File: src/rtl/paddle_repeat_ctrl_pkg.sv
// Shared encodings and default timing for the paddle auto-repeat controller.
// The paddle position logic imports the same constants.
package paddle_repeat_ctrl_pkg;

  localparam logic [1:0] S_IDLE   = 2'd0;
  localparam logic [1:0] S_DELAY  = 2'd1;
  localparam logic [1:0] S_REPEAT = 2'd2;

  localparam logic DIR_UP   = 1'b0;
  localparam logic DIR_DOWN = 1'b1;

  // 200 ms first repeat and 50 ms cadence at 125 MHz
  localparam int DEFAULT_CNT_WIDTH     = 25;
  localparam int DEFAULT_DELAY_CYCLES  = 25_000_000;
  localparam int DEFAULT_REPEAT_CYCLES = 6_250_000;

endpackage

File: src/rtl/paddle_repeat_ctrl_timer.sv
// Up-counting cycle timer for the auto-repeat FSM.
// Expires while the count equals the supplied limit.
module repeat_timer #(
  parameter int CNT_WIDTH = 25
) (
  input  logic                 i_clock,
  input  logic                 i_reset,
  input  logic                 i_clear,
  input  logic [CNT_WIDTH-1:0] i_limit,
  output logic                 o_expire
);

  logic [CNT_WIDTH-1:0] count;

  always_ff @(posedge i_clock) begin
    if (i_reset || i_clear) begin
      count <= '0;
    end else begin
      count <= count + CNT_WIDTH'(1);
    end
  end

  assign o_expire = (count == i_limit);

endmodule

File: src/rtl/paddle_repeat_ctrl.sv
// Typematic auto-repeat for one player's up/down buttons: one move per press,
// then a delayed first repeat and a steady repeat cadence while held.
//
//   state    | meaning
//   ---------+--------------------------------------------------------
//   S_IDLE   | waiting for a single push while enabled
//   S_DELAY  | move issued, timing DELAY_CYCLES to the first repeat
//   S_REPEAT | repeating, one move every REPEAT_CYCLES while held
module paddle_repeat_ctrl
  import paddle_repeat_ctrl_pkg::*;
#(
  parameter int CNT_WIDTH     = DEFAULT_CNT_WIDTH,
  parameter int DELAY_CYCLES  = DEFAULT_DELAY_CYCLES,
  parameter int REPEAT_CYCLES = DEFAULT_REPEAT_CYCLES
) (
  input  logic i_clock,
  input  logic i_reset,
  input  logic i_enable,
  input  logic i_up_level,
  input  logic i_up_push,
  input  logic i_down_level,
  input  logic i_down_push,
  output logic o_move_up,
  output logic o_move_down,
  output logic o_active
);

  localparam logic [CNT_WIDTH-1:0] DELAY_LIMIT  = CNT_WIDTH'(DELAY_CYCLES - 1);
  localparam logic [CNT_WIDTH-1:0] REPEAT_LIMIT = CNT_WIDTH'(REPEAT_CYCLES - 1);

  logic [1:0]           state, state_nxt;
  logic                 dir, dir_nxt;
  logic                 up_nxt, down_nxt;
  logic                 clear, expire, grace;
  logic                 opp_push, dir_level;
  logic [CNT_WIDTH-1:0] limit;

  assign limit     = (state == S_REPEAT) ? REPEAT_LIMIT : DELAY_LIMIT;
  assign opp_push  = (dir == DIR_UP) ? i_down_push : i_up_push;
  assign dir_level = (dir == DIR_UP) ? i_up_level : i_down_level;

  repeat_timer #(.CNT_WIDTH(CNT_WIDTH)) u_timer (
    .i_clock  (i_clock),
    .i_reset  (i_reset),
    .i_clear  (clear),
    .i_limit  (limit),
    .o_expire (expire)
  );

  always_comb begin
    state_nxt = state;
    dir_nxt   = dir;
    up_nxt    = 1'b0;
    down_nxt  = 1'b0;
    clear     = 1'b0;
    if (!i_enable) begin
      state_nxt = S_IDLE;
      clear     = 1'b1;
    end else begin
      case (state)
        S_IDLE: begin
          clear = 1'b1;
          if (i_up_push ^ i_down_push) begin
            dir_nxt   = i_down_push ? DIR_DOWN : DIR_UP;
            up_nxt    = i_up_push;
            down_nxt  = i_down_push;
            state_nxt = S_DELAY;
          end
        end
        S_DELAY, S_REPEAT: begin
          if (opp_push) begin
            dir_nxt   = ~dir;
            up_nxt    = (dir == DIR_DOWN);
            down_nxt  = (dir == DIR_UP);
            state_nxt = S_DELAY;
            clear     = 1'b1;
          end else if (!dir_level && !grace) begin
            // grace covers the first cycle, where the level may lag its push
            state_nxt = S_IDLE;
            clear     = 1'b1;
          end else if (expire) begin
            up_nxt    = (dir == DIR_UP);
            down_nxt  = (dir == DIR_DOWN);
            state_nxt = S_REPEAT;
            clear     = 1'b1;
          end
        end
        default: begin
          state_nxt = S_IDLE;
          clear     = 1'b1;
        end
      endcase
    end
  end

  // grace tracks count==0: high the cycle after any clear
  always_ff @(posedge i_clock) begin
    if (i_reset) begin
      state       <= S_IDLE;
      dir         <= DIR_UP;
      grace       <= 1'b1;
      o_move_up   <= 1'b0;
      o_move_down <= 1'b0;
      o_active    <= 1'b0;
    end else begin
      state       <= state_nxt;
      dir         <= dir_nxt;
      grace       <= clear;
      o_move_up   <= up_nxt;
      o_move_down <= down_nxt;
      o_active    <= (state_nxt != S_IDLE);
    end
  end

endmodule

File: config.mk
export PLATFORM = sky130hd
export DESIGN_NAME = paddle_repeat_ctrl
export DESIGN_NICKNAME = d
export VERILOG_FILES = /design/src/rtl/paddle_repeat_ctrl_pkg.sv /design/src/rtl/paddle_repeat_ctrl_timer.sv /design/src/rtl/paddle_repeat_ctrl.sv
export SDC_FILE = /design/constraint.sdc
export NUM_CORES = 1
export LEC_CHECK = 0
export BUFFER_PORTS_ARGS = -buffer_cell sky130_fd_sc_hd__buf_4
export CORE_MARGIN = 5
export CORE_UTILIZATION = 40
export CTS_BUF_LIST = sky130_fd_sc_hd__clkbuf_16
export DETAILED_ROUTE_END_ITERATION = 12
export PLACE_DENSITY = 0.58
export SYNTH_ARGS = -nofsm -noshare
export SYNTH_HDL_FRONTEND = slang
export SYNTH_SLANG_ARGS = --single-unit
File: constraint.sdc
create_clock -name i_clock -period 2.8 [get_ports i_clock]
set_clock_uncertainty 0.1 [all_clocks]
set_input_delay 0.42 -clock i_clock [delete_from_list [all_inputs] [get_ports i_clock]]
set_output_delay 0.42 -clock i_clock [all_outputs]
set_load 0.02 [all_outputs]
==> run metrics, run 1 <==
total of max-cap violations 0; CTS Hold Bufs 0; dpl cells 236; cell row count 22; largest net degree at the start of global routing 27; power density over the cells approximately 560 nW/um^2; first-pass GRT wire length 5409 um; Max-Slew Margin vs Limit a little over two thirds; HPWL after detailed placement 2213 um; crit path max fanout 26; drt first pass iters 4; setup TNS 0 ns; Post-synth EDFFs 0; Cells after Synth 181; Hold Crit Class in -> reg; status complete, no violations; Chip Width 72.98 um; Yosys top cell area share between 40% and 50%; Crit path largest cell delay 0.51 ns; Synth area leaders dfxtp_1 (40%), nor2_1 (7.6%), xor2_1 (6.6%); most frequent cells in the layout nor2_1 (32), dfxtp_1 (32); post-CTS setup buffers 0; final cell count without fillers ~240; drt wl/cell 12.41 um; IO Port Bufs 9; Synth area leader dfxtp_1; via count approximately 1,300; clock-pin slew on the worst setup and hold paths 0.05 ns; Synth-to-Final Area Change 15.46%; global route overflow 0; vias per std cell roughly 5; IO Pins 10; post-synthesis sequential area ratio between 40% and 50%; critical-path cell list or4b_1 > or3_1 > nor3_2 > nand4bb_1 > buf_4 > nor2_1; layout cells sized above 1 10.71%; Clock Root Buffer clkbuf_16; Crit Path Category reg -> reg; FF+latch area 640.6 um^2; crit end category register; RSZ-0062 raised after global routing no; CP delay by family, top simple AND/OR/NAND/NOR gates; Slew Viols, Final 0; Max Freq 0.4413 GHz; area of the multi-input gates between 800 and 900 um^2; cell area after synthesis roughly 1600 um^2; Post-synth ARST share 0%; Filler cells 385; Routed WL 3029 um; total track usage between 10% and 20%; ANT nets after route 0; number of clock buffers inserted by TritonCTS 5; ys flop type dfxtp_1; CP bufs+invs 1; vias in the first global route 1,208; Worst EP required 2.85 ns; clk buf depth 2; initial antenna violation count 0; Mapped Nets 194; starting density of the core 42.38%; CTS sink cnt 32; Worst VDD drop between 0.3 and 0.4 mV; CTS tree yes; YS warnings 0; crit share post-route 80.94%; Die Y 72.98 um; DIE AREA 5326 um^2; routability cong. 0.8135; later-pin clock latency in the skew report 0.27 ns; # H-tree levels 2; Iteration-0 DRC Markers 102; CP max stage cell or4b_1; syn_area_per_cell ~8.8 um^2; Final setup violation count 0; Leak 0.6259 nW; Tightest Pin Transition 0.4517 ns; FF+latch count, synth 32; # nets final 208; fin crit period between 2 and 2.5 ns; Ant. Diodes 0; Startpoint Class register; drt drc 0; PostCTS Resize Cnt 0; Core Box Area ~3700 um^2; final hold violation count 0; Yosys cell types 37; critical path arrival roughly 2.3 ns
## report_power, final
group	total (mW)	internal [mW]	leakage (nW)	switching [mW]
Clock	0.499	0.319	0.0738	0.180
Sequential	0.466	0.461	0.258	0.00484
Combinational	0.0547	0.0259	0.294	0.0287
## cells in the mapped netlist, types with 2 or more instances
cell type  instances
dfxtp_1           32
nor2_1            32
nand2_1           12
xor2_1            12
xnor2_1           11
inv_1             10
nand3_1            9
a21oi_1            6
ha_1               6
nand4_1            4
nor3_1             4
nor4bb_1           4
and3_1             3
buf_6              3
nor2b_1            3
nor4_1             3
a211oi_1           2
a22oi_1            2
clkbuf_1           2
mux2i_1            2
o211ai_1           2
o21ai_0            2
## cell type report
cell class	count	share of cell area [%]
repair buffers	12	4.918
inverters	10	2.049
flip-flops and latches	32	34.97
clock inverters	3	0.6148
multi-input cells	134	47.34
clock buffers	5	6.831
well taps	48	3.279
## kinds of logic after synthesis
logic type / count (synthesis) / synth area share, %
DFF: 32 / 40.38
AOI/OAI and AO/OA: 19 / 8.202
xor gates and xnor gates: 23 / 12.70
buffers and inverters: 15 / 4.969
muxes: 3 / 1.972
adders and majority gates: 6 / 4.732
and+or+nand+nor: 83 / 27.05
## sequential cells by signal (all words and copies together), names as in the netlist
signal and cells:
o_move_down 1, o_move_up 1, o_active 1, state 2, u_timer.count 25, dir 1, grace 1
## per-stage QoR
| stage | util (%) | hold slack [ns] | total power [mW] | area, um^2 | setup slack, ns |
|---|---|---|---|---|---|
| floorplan | - | 0.3294 | 0.5110 | 1587 | 0.7522 |
| global placement | 45.29 | 0.3491 | 0.5279 | 1695 | 0.5905 |
| detailed placement | 45.29 | 0.3558 | 0.5292 | 1695 | 0.5255 |
| CTS | 48.93 | 0.2217 | 1.036 | 1832 | 0.5307 |
| global route | 48.93 | 0.2352 | 1.059 | 1832 | 0.3822 |
| finish | 48.93 | 0.2284 | 1.020 | 1832 | 0.5337 |
## path summary, 6_finish.rpt
path               startpoint               end  slack (ns)  depth (start not counted)
max          u_timer.count[8]  u_timer.count[6]        0.53                          6
min                   i_reset               dir        0.23                          2
max reg2reg  u_timer.count[8]  u_timer.count[6]        0.53                          6
min reg2reg  u_timer.count[0]  u_timer.count[0]        0.36                          1
## metal layers
metal | wire length, um | vias to the layer above | global-route usage [%]
met5 | 0 | - | 0
met4 | 80 | 0 | 7.377
met3 | 120 | 8 | 4.132
met2 | 1366 | 22 | 20.06
met1 | 1462 | 574 | 16.25
li1 | - | 650 | -
Power figures use the tool's default switching activity.
==> run 2: changes to the inputs <==
- clock period: 2.8 -> 2.35 ns (I/O delays scaled with it)
==> run 2 against run 1 <==
Utilization is 0.77 points higher. First-iteration DRC count down 44%. Sequential share of layout area shrank 0.54 points. Wire length up 4.6%. Largest power group unchanged.
==> run metrics, run 2 (synthesis gave the netlist of run 1 again) <==
Routed WL 3167 um; IO Pins 10; final cell count without fillers 245; Net Sw Power roughly 250 uW; global route overflow 0; clock-pin slew on the worst setup and hold paths 0.05 ns; post-CTS setup buffers 0; critical-path cell list or4b_1 > or3_1 > nor3_4 > nand4bb_1 > buf_12 > nor2_1; CTS tree yes; cell row count 22; CTS sink cnt 32; final hold violation count 0; vias per std cell between 5 and 6; # H-tree levels 2; Worst VDD drop 0.4219 mV; first-pass GRT wire length 5409 um; HPWL after detailed placement 2320 um; total of max-cap violations 0; later-pin clock latency in the skew report 0.27 ns; r2r endpoint u_timer.count[9]; vias in the first global route 1,189; Startpoint Class register; status complete, no violations; clk buf depth 2; Ant. Diodes 0; max FFs per register 25; crit share post-route between 90% and 100%; Top reg by flops u_timer.count; worst r2r src u_timer.count[8]; critical path arrival 2.27 ns; via count 1,284; area of the multi-input gates 873.3 um^2; Chip Width 72.98 um; total track usage 13.31%; largest net degree at the start of global routing 27; drt first pass iters 4; setup TNS 0 ns; Final setup violation count 0; power share of the combinational group 5.4%; IO Port Bufs 9; Iteration-0 DRC Markers 57; Tightest Pin Transition 0.4272 ns; crit path max fanout 26; number of clock buffers inserted by TritonCTS 5; DIE AREA 5326 um^2; Hold Startpoint i_reset; dpl cells 237; CP max stage cell or4b_1; starting density of the core a little over two fifths; Max Freq 0.4525 GHz; Slew Viols, Final 0; Worst EP required around 2.4 ns; Crit path largest cell delay 0.52 ns; Hold Path Stages 2; Max-Slew Margin vs Limit 71.35%; # nets final 209; sw frac 20.90%; power density over the cells 655.1 nW/um^2; routability cong. 0.8414; Die Y between 70 and 80 um; Pint 964.0 uW; PostCTS Resize Cnt 0; ANT nets after route 0; Largest regs u_timer.count (25), state (2); Clock Root Buffer clkbuf_16; Leak around 0.65 nW; worst hold endpoint dir; drt drc 0; Seq pwr share ~46%; CTS Hold Bufs 0; fin crit period 2.210 ns; crit end category register; initial antenna violation count 0; Filler cells 369; drt wl/cell 12.93 um; Clock power frac roughly 49%; layout cells sized above 1 about an eighth; FF+latch area 640.6 um^2; worst reg2reg path depth 6; crit path from u_timer.count[8]; RSZ-0062 raised after global routing no; Crit Path Category reg -> reg; reg2reg setup slack roughly 0.14 ns; Core Box Area 3744 um^2; most frequent cells in the layout nor2_1 (32), dfxtp_1 (32), nand2_1 (12), xor2_1 (12), buf_4 (12); Synth-to-Final Area Change 17.27%; Hold Crit Class in -> reg
[run 2: cell types whose count changed in the layout (fill, tap and decap cells not counted)]
cell / delta
nor3_2: -1
inv_1: -2
buf_12: +1
clkinv_2: +2
nor3_4: +1
[run 2: area by class of cell]
cell class	count	area share (%)
tap	48	3.228
clock buffer	5	6.725
inverter	10	2.017
clock inverter	3	0.7397
timing repair buffer	13	5.918
multi-input combinational	134	46.94
sequential	32	34.43
[run 2: metal layers]
| metal | up-vias | wire length, um | GRT usage [%] |
|---|---|---|---|
| met5 | - | 0 | 0 |
| met4 | 0 | 52 | 7.377 |
| met3 | 4 | 133 | 4.545 |
| met2 | 23 | 1547 | 21.45 |
| met1 | 604 | 1435 | 15.28 |
| li1 | 653 | - | - |
[run 2: worst max-delay path, delay by kind of cell (launching register included)]
kind                   cells  cell delay [ns]
DFF                        1             0.35
and+or+nand+nor            5             1.47
buffers and inverters      1             0.18
[run 2: worst max path at each step]
stage / to / slack, ns / cells after the start
final: u_timer.count[9] / 0.14 / 6
after global routing: u_timer.count[7] / 0.02 / 8
after floorplan: u_timer.count[17] / 0.30 / 7
after detailed placement: u_timer.count[6] / 0.19 / 6
after CTS: u_timer.count[6] / 0.18 / 6
after global placement: u_timer.count[3] / 0.20 / 6
[run 2: stage by stage]
step	power (mW)	hold slack [ns]	setup slack [ns]	instance area (um^2)	utilization, %
2_1_floorplan	0.6088	0.3216	0.3022	1587	-
3_3_place_gp	0.6303	0.3474	0.2046	1715	45.82
3_5_place_dp	0.6307	0.3525	0.1899	1715	45.82
4_1_cts	1.240	0.1408	0.1773	1854	49.53
5_1_grt	1.280	0.1427	0.02422	1861	49.70
6_report	1.219	0.1475	0.1401	1861	49.70
[run 2: power by group through the flow]
| stage | registers (mW) | logic, mW | clock network (mW) |
|---|---|---|---|
| after detailed placement | 0.566 | 0.0651 | 0 |
| after CTS | 0.554 | 0.0654 | 0.620 |
| after global placement | 0.565 | 0.0649 | 0 |
| after floorplan | 0.565 | 0.0443 | 0 |
| final | 0.555 | 0.0653 | 0.599 |
| after global routing | 0.555 | 0.0729 | 0.652 |
==> run 3: changes to the inputs <==
- ABC_AREA: unset -> 1
==> run 3 against run 2 <==
Die area rose by 17%. Worst setup slack improved by 0.35 ns. Cell count rose by 40%. Maximum frequency rose by 19%. Largest power group unchanged. Sequential share of layout area fell by 4.6 points. Synthesized cell count rose by 51%. Utilization fell by 3.6 points.
==> run metrics, run 3 <==
FF+latch count, synth 32; Iteration-0 DRC Markers 100; Top reg by flops u_timer.count; top-count cell post-synth nand2_1; # nets final 300; Largest regs u_timer.count (25), state (2); largest net degree at the start of global routing 27; Post-synth EDFFs 0; Crit Path Category reg -> reg; first-pass GRT wire length 7093 um; power density over the cells approximately 580 nW/um^2; Hold Crit Class in -> reg; Tightest Pin Transition 0.4000 ns; drt wl/cell 12.00 um; Chip Width between 70 and 80 um; crit path max fanout 26; number of clock buffers inserted by TritonCTS 5; grt met1 use 18.40%; CTS tree yes; status complete, no violations; fin crit period about 1.9 ns; YS warnings 0; syn_area_per_cell between 6 and 7 um^2; RSZ-0062 raised after global routing no; Core Box Area 4661 um^2; routability cong. 0.8366; Yosys top cell area share between 30% and 40%; Post-synth ARST share 0%; Synth area leaders dfxtp_1 (34%), nand2_1 (12%), nor2_1 (10%); ys flop type dfxtp_1; clk buf depth 2; CTS sink cnt 32; Final Util 46.15%; Routed WL between 4000 and 5000 um; Synth area leader dfxtp_1; total of max-cap violations 0; layout cells sized above 1 around 16%; list of most frequent post-synthesis cells nand2_1 (60), nor2_1 (52), inv_1 (33); Startpoint Class register; Clock Root Buffer clkbuf_16; starting density of the core 40.91%; drt first pass iters 4; met2 Track Usage GR 22.98%; final hold violation count 0; initial antenna violation count 0; Leak 0.8780 nW; worst reg2reg path depth 9; most frequent cells in the layout nand2_1 (60), nor2_1 (52), inv_1 (33); vias per std cell ~5; max FFs per register 25; IO Pins 10; Mapped Nets 287; Max Freq between 0.5 and 0.6 GHz; HPWL after detailed placement 3146 um; cell area after synthesis 1907 um^2; Slew Viols, Final 0; Die Y 79.05 um; global route overflow 0; GR peak layer met2; Synth-to-Final Area Change 12.80%; later-pin clock latency in the skew report 0.27 ns; crit end category register; CTS Hold Bufs 0; drt drc 0; total track usage 14.42%; crit share post-route 79.30%; Cells after Synth 274; cell row count 25; setup TNS 0 ns; ANT nets after route 0; post-CTS setup buffers 0; clock-pin slew on the worst setup and hold paths 0.05 ns; Yosys cell types 34; via count 1,710; Max-Slew Margin vs Limit around three quarters; DIE AREA approximately 6200 um^2; post-synthesis sequential area ratio 33.60%; Ant. Diodes 0; met3 usage 3.855%; critical path arrival a little under 2 ns; Final setup violation count 0; Hold Path Stages 2; IO Port Bufs 9; Worst VDD drop 0.3732 mV; PostCTS Resize Cnt 0; vias in the first global route between 1,500 and 2,000; # H-tree levels 2; Worst EP required 2.44 ns; most common cell after layout, fill and taps aside nand2_1
## run 3: layout make-up
cell class	instances	area, um^2
fill	494	2510
multi-input combinational	201	1094
sequential	32	640.6
inverter	38	142.6
clock buffer	5	125.1
timing repair buffer	9	67.56
tap	54	67.56
clock inverter	3	13.76
## run 3: kinds of logic after synthesis
logic type / count (synthesis) / synth area share [%]
AO/OA/AOI/OAI: 18 / 5.315
XOR/XNOR: 9 / 4.134
adder cells (fa/ha/maj): 6 / 3.937
buffers and inverters: 41 / 9.055
flip-flops: 32 / 33.60
AND/OR/NAND/NOR: 168 / 43.96
## run 3: through the flow
stage | instance area (um^2) | total power [mW] | hold WS (ns) | setup WS (ns) | instances
6_report | 2151 | 1.237 | 0.1476 | 0.4865 | 342
5_1_grt | 2151 | 1.289 | 0.1496 | 0.3361 | 342
4_1_cts | 2151 | 1.251 | 0.1436 | 0.4657 | 342
3_5_place_dp | 2012 | 0.6358 | 0.3536 | 0.4852 | 334
3_3_place_gp | 2012 | 0.6357 | 0.3451 | 0.5334 | 334
2_1_floorplan | 1907 | 0.6154 | 0.3287 | 0.8024 | 274
## run 3: routing by layer
metal  up-vias  share of wire, %
met5         -                 0
met4         0               1.8
met3         7               2.9
met2        27                48
met1       784                48
li1        892                 -
## run 3: final timing paths
path	start	to	slack, ns
worst max-delay path	state[0]	u_timer.count[19]	0.49
worst min-delay path	i_reset	dir	0.15
worst max register to register	state[0]	u_timer.count[19]	0.49
worst min register to register	u_timer.count[0]	u_timer.count[0]	0.36
## run 3: power by group
group | switching [mW] | internal (mW)
logic | 0.0406 | 0.0284
clock network | 0.229 | 0.384
registers | 0.00586 | 0.549
## run 3: critical path, cell delays in order (launching register included)
cell and delay, ns:
dfxtp_1 0.34, inv_1 0.08, ha_1 0.25, inv_1 0.09, nor2_1 0.04, nand3_1 0.06
nand2_1 0.09, nand3_2 0.15, nand3_4 0.29, nor3_1 0.27
